**src/rtl/rtc_bus_ctrl_if.sv**
```systemverilog
// Command, status and external bus signals between the PicoBlaze port decode and the RTC sequencer.
// The slave modport is the sequencer's view; the master modport is the CPU/board side.
interface rtc_bus_ctrl_if;
    logic       start;
    logic       rw;
    logic [7:0] addr;
    logic [7:0] wdata;
    logic [7:0] rdata;
    logic       busy;
    logic       done;
    logic       overrun;
    logic       cs_n;
    logic       a_d;
    logic       rd_n;
    logic       wr_n;
    logic [7:0] ad_out;
    logic       ad_oe;
    logic [7:0] ad_in;

    modport slave (
        input  start, rw, addr, wdata, ad_in,
        output rdata, busy, done, overrun, cs_n, a_d, rd_n, wr_n, ad_out, ad_oe
    );

    modport master (
        output start, rw, addr, wdata, ad_in,
        input  rdata, busy, done, overrun, cs_n, a_d, rd_n, wr_n, ad_out, ad_oe
    );
endinterface

```
**src/rtl/rtc_bus_ctrl.sv**
```systemverilog
// RTC multiplexed-bus sequencer: one read/write per start, done 2*(T_SU+T_PW+T_HD)+T_GAP+1 cycles after start.
// No backpressure: start while busy is dropped and flagged in the sticky overrun bit.
module rtc_bus_ctrl #(
    parameter int unsigned T_SU  = 2,
    parameter int unsigned T_PW  = 6,
    parameter int unsigned T_HD  = 2,
    parameter int unsigned T_GAP = 4
) (
    input  logic          clk,
    input  logic          reset,
    rtc_bus_ctrl_if.slave bus
);
    localparam int unsigned T_M1  = (T_SU > T_PW) ? T_SU : T_PW;
    localparam int unsigned T_M2  = (T_HD > T_GAP) ? T_HD : T_GAP;
    localparam int unsigned T_MAX = (T_M1 > T_M2) ? T_M1 : T_M2;
    localparam int unsigned CW    = $clog2(T_MAX + 1);

    typedef enum logic [3:0] {
        IDLE, A_SU, A_PW, A_HD, GAP, D_SU, D_PW, D_HD, DONE
    } state_t;

    state_t        state_q, state_d;
    logic [CW-1:0] cnt_q, cnt_d;
    logic          rw_q, rw_d;
    logic [7:0]    addr_q, addr_d;
    logic [7:0]    wdata_q, wdata_d;
    logic [7:0]    rdata_q, rdata_d;
    logic          ovr_q, ovr_d;
    logic          last;

    // Counter is loaded with length-1 so a phase ends on the cycle it reads zero.
    function automatic logic [CW-1:0] phase_len(input state_t s);
        case (s)
            A_SU, D_SU: phase_len = CW'(T_SU - 1);
            A_PW, D_PW: phase_len = CW'(T_PW - 1);
            A_HD, D_HD: phase_len = CW'(T_HD - 1);
            GAP:        phase_len = CW'(T_GAP - 1);
            default:    phase_len = '0;
        endcase
    endfunction

    assign last = (cnt_q == '0);

    always_ff @(posedge clk) begin
        if (reset) begin
            state_q <= IDLE;
            cnt_q   <= '0;
            rw_q    <= 1'b0;
            addr_q  <= 8'h00;
            wdata_q <= 8'h00;
            rdata_q <= 8'h00;
            ovr_q   <= 1'b0;
        end else begin
            state_q <= state_d;
            cnt_q   <= cnt_d;
            rw_q    <= rw_d;
            addr_q  <= addr_d;
            wdata_q <= wdata_d;
            rdata_q <= rdata_d;
            ovr_q   <= ovr_d;
        end
    end

    always_comb begin
        state_d = state_q;
        rw_d    = rw_q;
        addr_d  = addr_q;
        wdata_d = wdata_q;
        rdata_d = rdata_q;
        ovr_d   = ovr_q;

        case (state_q)
            IDLE: if (bus.start) begin
                state_d = A_SU;
                rw_d    = bus.rw;
                addr_d  = bus.addr;
                wdata_d = bus.wdata;
            end
            A_SU: if (last) state_d = A_PW;
            A_PW: if (last) state_d = A_HD;
            A_HD: if (last) state_d = GAP;
            GAP:  if (last) state_d = D_SU;
            D_SU: if (last) state_d = D_PW;
            D_PW: if (last) begin
                state_d = D_HD;
                if (rw_q) rdata_d = bus.ad_in;
            end
            D_HD: if (last) state_d = DONE;
            DONE: state_d = IDLE;
            default: state_d = IDLE;
        endcase

        // Acceptance in IDLE clears overrun; any start seen while busy sets it.
        if (bus.start) ovr_d = (state_q != IDLE);

        if (state_d != state_q)  cnt_d = phase_len(state_d);
        else if (last)           cnt_d = cnt_q;
        else                     cnt_d = cnt_q - CW'(1);
    end

    always_comb begin
        bus.cs_n    = 1'b1;
        bus.a_d     = 1'b0;
        bus.rd_n    = 1'b1;
        bus.wr_n    = 1'b1;
        bus.ad_oe   = 1'b0;
        bus.ad_out  = 8'h00;
        bus.busy    = (state_q != IDLE);
        bus.done    = 1'b0;
        bus.rdata   = rdata_q;
        bus.overrun = ovr_q;

        case (state_q)
            A_SU, A_PW, A_HD: begin
                bus.cs_n   = 1'b0;
                bus.ad_oe  = 1'b1;
                bus.ad_out = addr_q;
                if (state_q == A_PW) bus.wr_n = 1'b0;
            end
            D_SU, D_PW, D_HD: begin
                bus.cs_n   = 1'b0;
                bus.a_d    = 1'b1;
                bus.ad_oe  = ~rw_q;
                bus.ad_out = rw_q ? 8'h00 : wdata_q;
                if (state_q == D_PW) begin
                    if (rw_q) bus.rd_n = 1'b0;
                    else      bus.wr_n = 1'b0;
                end
            end
            DONE:    bus.done = 1'b1;
            default: ;
        endcase
    end
endmodule

```
**src/flat_wrapper.sv**
```systemverilog
// flat-port wrapper written by rule: the top's interface ports become plain ports
module rtc_bus_ctrl_flat 
#(
    parameter int unsigned T_SU  = 2,
    parameter int unsigned T_PW  = 6,
    parameter int unsigned T_HD  = 2,
    parameter int unsigned T_GAP = 4
)
  (clk, reset, bus_start, bus_rw, bus_addr, bus_wdata, bus_ad_in, bus_rdata, bus_busy, bus_done, bus_overrun, bus_cs_n, bus_a_d, bus_rd_n, bus_wr_n, bus_ad_out, bus_ad_oe);
  rtc_bus_ctrl_if bus_i ();
  input  logic clk;
  input  logic reset;
  input wire logic [$bits(bus_i.start)-1:0] bus_start;
  input wire logic [$bits(bus_i.rw)-1:0] bus_rw;
  input wire logic [$bits(bus_i.addr)-1:0] bus_addr;
  input wire logic [$bits(bus_i.wdata)-1:0] bus_wdata;
  input wire logic [$bits(bus_i.ad_in)-1:0] bus_ad_in;
  output wire logic [$bits(bus_i.rdata)-1:0] bus_rdata;
  output wire logic [$bits(bus_i.busy)-1:0] bus_busy;
  output wire logic [$bits(bus_i.done)-1:0] bus_done;
  output wire logic [$bits(bus_i.overrun)-1:0] bus_overrun;
  output wire logic [$bits(bus_i.cs_n)-1:0] bus_cs_n;
  output wire logic [$bits(bus_i.a_d)-1:0] bus_a_d;
  output wire logic [$bits(bus_i.rd_n)-1:0] bus_rd_n;
  output wire logic [$bits(bus_i.wr_n)-1:0] bus_wr_n;
  output wire logic [$bits(bus_i.ad_out)-1:0] bus_ad_out;
  output wire logic [$bits(bus_i.ad_oe)-1:0] bus_ad_oe;
  assign bus_i.start = bus_start;
  assign bus_i.rw = bus_rw;
  assign bus_i.addr = bus_addr;
  assign bus_i.wdata = bus_wdata;
  assign bus_i.ad_in = bus_ad_in;
  assign bus_rdata = bus_i.rdata;
  assign bus_busy = bus_i.busy;
  assign bus_done = bus_i.done;
  assign bus_overrun = bus_i.overrun;
  assign bus_cs_n = bus_i.cs_n;
  assign bus_a_d = bus_i.a_d;
  assign bus_rd_n = bus_i.rd_n;
  assign bus_wr_n = bus_i.wr_n;
  assign bus_ad_out = bus_i.ad_out;
  assign bus_ad_oe = bus_i.ad_oe;
  rtc_bus_ctrl #(.T_SU(T_SU), .T_PW(T_PW), .T_HD(T_HD), .T_GAP(T_GAP)) u_core (.clk(clk), .reset(reset), .bus(bus_i));
endmodule
```
**config.mk**
```make
export PLATFORM = sky130hd
export DESIGN_NAME = rtc_bus_ctrl_flat
export DESIGN_NICKNAME = d
export VERILOG_FILES = /design/src/rtl/rtc_bus_ctrl_if.sv /design/src/rtl/rtc_bus_ctrl.sv /design/src/flat_wrapper.sv
export SDC_FILE = /design/constraint.sdc
export NUM_CORES = 1
export LEC_CHECK = 0
export CORE_MARGIN = 1.5
export CORE_UTILIZATION = 48
export DETAILED_ROUTE_END_ITERATION = 16
export PLACE_DENSITY = 0.83
export SLEW_MARGIN = 30
export SYNTH_ARGS = -nofsm -noshare
export SYNTH_HDL_FRONTEND = slang
export SYNTH_SLANG_ARGS = --single-unit
```
**constraint.sdc**
```tcl
create_clock -name clk -period 2.55 [get_ports clk]
set_input_delay 0.51 -clock clk [delete_from_list [all_inputs] [get_ports clk]]
set_output_delay 0.51 -clock clk [all_outputs]
set_load 0.05 [all_outputs]
```
After elaboration in Yosys (flattened, before gate mapping)
Cells that the tools add are included.
- bits in registers: 33
- bits of input ports: 28
- output and inout port bits: 24
- logic and storage cells: 61
- add/subtract/negate cells: 1
- eq/ne operators: 17
- mux-type cells: 25
- bitwise gates (word level): 1
- reduce and logical (&&, ||, !) cells: 10
- operator list (cell ; count):
    == test 4 x 3 -> 1 bit, second input constant ; 8
    two-way mux 4 bit ; 8
    one-hot mux 4 bit (8 select lines) ; 1
    == test 4 x 2 -> 1 bit, second input constant ; 4
    one-hot mux 8 bit (2 select lines) ; 1
    two-way mux 1 bit ; 9
    one-hot mux 3 bit (3 select lines) ; 1
    == test 4 x 1 -> 1 bit, second input constant ; 2
    two-way mux 8 bit ; 1
    two-way mux 3 bit ; 2
    OR reduction 3 bit ; 2
    OR reduction 6 bit ; 1
    == test 4 bit, second input constant ; 1
    logical NOT 4 bit ; 1
    inequality test 4 bit ; 1
    one-hot mux 1 bit (2 select lines) ; 2
    nonzero test 4 bit ; 1
    OR reduction 4 bit ; 1
    logical NOT 3 bit ; 1
    AND reduction 3 bit ; 1
    subtractor 3 x 1 -> 3 bit, second input constant ; 1
    inequality test 2 bit, second input constant ; 1
    AND reduction 2 bit ; 1
    OR reduction 2 bit ; 1
    NOT 1 bit ; 1

Longest topological paths before layout
- depth after elaboration: 7
- mapped depth: 7

Least setup slack after synthesis
Ideal clock, no wire load.
- path kind: reg-to-output
- start point: register u_core.state_q[3]
- end point: output bus_ad_oe
- data arrival time: 1940 ps
- data required time: 2040 ps
- slack: 100 ps
- stages on the path, launching flop included: 6
- buffers on the path: 2
- cell sequence: dfxtp_1 -> buf_2 -> inv_1 -> o21ai_0 -> clkbuf_1 -> a21oi_1
- word-level cells in the longest chain between the ends: 3
- elaborated cells on any way between the ends: 9
- classes of those cells: eq/ne (6); mux (1); reduce/logical (2)
- ends and longest elaborated chain (what ; RTL line ; RTL):
    start: declaration ; rtc_bus_ctrl.sv:22 ; state_t state_q, state_d;
    start signal: assignment ; rtc_bus_ctrl.sv:54 ; state_q <= state_d;
    == test 4 x 3 -> 1 bit, or another cell as far along ; rtc_bus_ctrl.sv:113 ; case (state_q)
    OR reduction 3 bit ; rtc_bus_ctrl.sv:113 ;
    one-hot mux 1 bit (2 select lines) * ; rtc_bus_ctrl.sv:113 ;
    end: declaration ; flat_wrapper.sv:27 ; output wire logic [$bits(bus_i.ad_oe)-1:0] bus_ad_oe;
Mark *: on every way between the ends. The rest lies on a longest branch, timed or not.

Final worst setup path
- start point: register u_core.state_q[2]
- end point: output bus_ad_out[3]
- word-level cells in the longest chain between the ends: 3
- elaborated cells on any way between the ends: 9
- classes of those cells: eq/ne (6); mux (1); reduce/logical (2)
- ends and longest elaborated chain (what ; RTL line ; RTL):
    == test 4 x 3 -> 1 bit, or another cell as far along ; rtc_bus_ctrl.sv:113 ;
    OR reduction 3 bit ; rtc_bus_ctrl.sv:113 ;
    one-hot mux 8 bit (2 select lines) * ; rtc_bus_ctrl.sv:113 ;
    end: declaration ; flat_wrapper.sv:26 ; output wire logic [$bits(bus_i.ad_out)-1:0] bus_ad_out;
Marks and branches as above.

==> qor.yml <==
finish:
  final_area_sq_mm: 0.00213
  nNetsFinal: 272
  post-route-util: 0.697
  drive_gt1_frac: 0.140
  diodes: 0
  syn_to_final_growth_pct: 37.0
  fillers: 272
cts:
  clkTransAtPathRegs_ps: 110
  cts_tree: "yes"
  cts.sinks: 33
  root_buffer: "clkbuf_4"
  htreeDepth: 2
  cts_hold_buf: 0
  clock_latency_ps: 340
  clockBufferDepth: 2
  cts_buffers: 5
hold_path:
  hp-start: "u_core.wdata_q[5]"
  hold_path_end: "u_core.wdata_q[5]"
  whs_path_depth: 2
  hold_class: "reg -> reg"
global_routing:
  grt_max_degree: 18
  grt_pass1_vias: 1334
  grt.total_usage: 0.222
  antenna_found_initial: 0
  grt_pass1_wl_microns: 5830
  overflow: 0
timing:
  fin_ws_ps: 332
  whs_ps: 462
  finalCritPeriodShare: 0.870
  rsz0062_at_grt: "no"
  hold_viol_final: 0
  slew_headroom: 0.531
  setup_viol: 0
  fmax_ghz: 0.451
  worst_pin_slew_ps: 699
  setup_tns_ps: 0
  fin_skew_ps: 5.10
  fin_crit_ps: 2220
  finalMaxSlewViolations: 0
logic_synthesis:
  synth_area_leaders: "dfxtp_1 (43%), nand2_1 (11%), a21oi_1 (8.7%), mux2i_1 (5.8%), nand3b_1 (4.3%)"
  synth_largest_area_cell: "dfxtp_1"
  syn_inst: 192
  synthArstFlopShare: 0
  syn_avg_cell_area_sq_um: 8.09
  syn_area_sq_mm: 0.00155
  synth-edff-count: 0
  ys_seq_area_frac: 0.425
  synth_nets: 222
  synth_top_area_frac: 0.425
  yosysWarningCount: 0
  synth.distinct_cells: 35
  ys_seq_elements: 33
  ys.flop_type: "dfxtp_1"
placement:
  postPlaceCellArea_sq_mm: 0.00207
  dpl.hpwl_microns: 2540
  gp_congestion: 0.781
  post-place-ws_ps: 335
  port_buffers: 51
die:
  die_w_microns: 59.9
  pin_count: 52
  rows: 20
  die-area_sq_mm: 0.00359
  core_area_sq_mm: 0.00305
  start_util: 0.509
  dieHeight_microns: 59.9
pwr:
  peakVddDrop_v: 0.000430
  power.density_mw_per_mm2: 887
  cellLeakagePower_nw: 0.795
routing:
  drtPass1Iterations: 4
  route.detailed.drc: 0
  wl_microns: 3680
  num_vias: 1433
  route.antenna.remaining_nets: 0
  viasPerCell: 4.99
  drt-initial-drc-count: 69
  drt-wirelength-per-cell_microns: 12.8
status:
  outcome: "finished, final reports clean"
worst_setup_path:
  r2r-start: "u_core.cnt_q[0]"
  rr_worst_depth: 6
  path_delay_family: "buffers and inverters"
  crit_chain: "clkinv_1 -> nand2_1 -> a21oi_1 -> buf_4"
  r2r_slack_ps: 690
  arrival_ps: 1710
  r2r_end: "u_core.cnt_q[1]"
  path_class: "reg -> out"
  cp_slowest_stage_delay_ps: 540
  startpoint_type: "flip-flop"
  endpoint_kind: "primary output"
  worst-path-buf-inv: 2
  slowest_stage: "dfxtp_1"
  crit_fanout: 10
  required_ps: 2040
flow_run:
  maxCapViolations: 0
## timing repair
item                       in CTS  in global routing
setup buffers                   0                  0
gates resized for setup         0                  1
setup endpoints to repair       0                  1
## power by group
part	internal, mW	total (mW)	switching [mW]
logic	0.358	0.924	0.566
clock network	0.104	0.293	0.190
registers	0.596	0.671	0.0754
total	1.06	1.89	0.831
## sequential cells by signal (all words and copies together), names as in the netlist
register and count:
u_core.addr_q 8, u_core.bus.overrun 1, u_core.bus.rdata 8, u_core.cnt_q 3, u_core.rw_q 1, u_core.state_q 4
u_core.wdata_q 8
## cell type report
class	count	area (sq um)	area share
timing repair buffer	57	536	0.252
clock buffer	5	37.5	0.0176
tap	44	55.1	0.0259
sequential	33	661	0.310
clock inverter	3	17.5	0.00823
multi-input combinational	140	803	0.377
inverter	5	18.8	0.00882
## cells by family (layout without fill, tap and decap cells)
family / count (synthesis) / in the layout / share of synthesized area
and+or+nand+nor: 91 / 91 / 0.288
AOI/OAI and AO/OA: 35 / 35 / 0.138
muxes: 9 / 9 / 0.0580
DFF: 33 / 33 / 0.425
adders and majority gates: 2 / 2 / 0.0161
xor gates and xnor gates: 3 / 3 / 0.0169
buffers and inverters: 19 / 70 / 0.0580
## cells in the final DEF, fill, tap and decap left out, types with 2 or more instances in the layout
| cell | count |
|---|---|
| ha_1 | 2 |
| clkinv_2 | 2 |
| buf_4 | 19 |
| nor2_1 | 18 |
| nand2_1 | 47 |
| nor3_1 | 4 |
| clkdlybuf4s50_1 | 36 |
| mux2i_1 | 9 |
| nand3b_1 | 9 |
| a211oi_1 | 2 |
| a21oi_1 | 27 |
| clkbuf_4 | 5 |
| xnor2_1 | 2 |
| nand3_1 | 2 |
| inv_1 | 4 |
| dfxtp_1 | 33 |
## tightest hold or removal path, cell delays in order (launching register included)
cell and delay [ps]:
dfxtp_1 320, nand2_1 50, a21oi_1 50
## metal layers
layer  vias up  track usage  wire length [microns]
li1        744            -                      -
met1       635        0.267                   1600
met2        48        0.365                   1790
met3         6       0.0433                    220
met4         0        0.133                     61
met5         -            0                      0
## per-stage QoR
step	std cells	total power [mW]
2_1_floorplan	192	1.35
3_3_place_gp	279	1.58
3_5_place_dp	279	1.60
4_1_cts	287	1.90
5_1_grt	287	2.00
6_report	287	1.89
## synth_stat cells, types with 2 or more instances
master	number
nor3_1	4
nand3b_1	9
nand2_1	47
clkbuf_1	8
a21oi_1	27
inv_1	4
xnor2_1	2
buf_4	2
ha_1	2
nand3_1	2
nor2_1	18
a211oi_1	2
buf_2	3
mux2i_1	9
dfxtp_1	33
## worst max path at each step
stage / from / to / depth (start not counted)
after floorplan: u_core.state_q[3] / bus_ad_oe / 5
after global placement: bus_start / u_core.cnt_q[0] / 5
after global routing: u_core.state_q[2] / bus_ad_out[2] / 4
after detailed placement: bus_start / u_core.cnt_q[0] / 5
final: u_core.state_q[2] / bus_ad_out[3] / 4
after CTS: u_core.state_q[1] / bus_busy / 3
(Power assumes the default switching activity.)
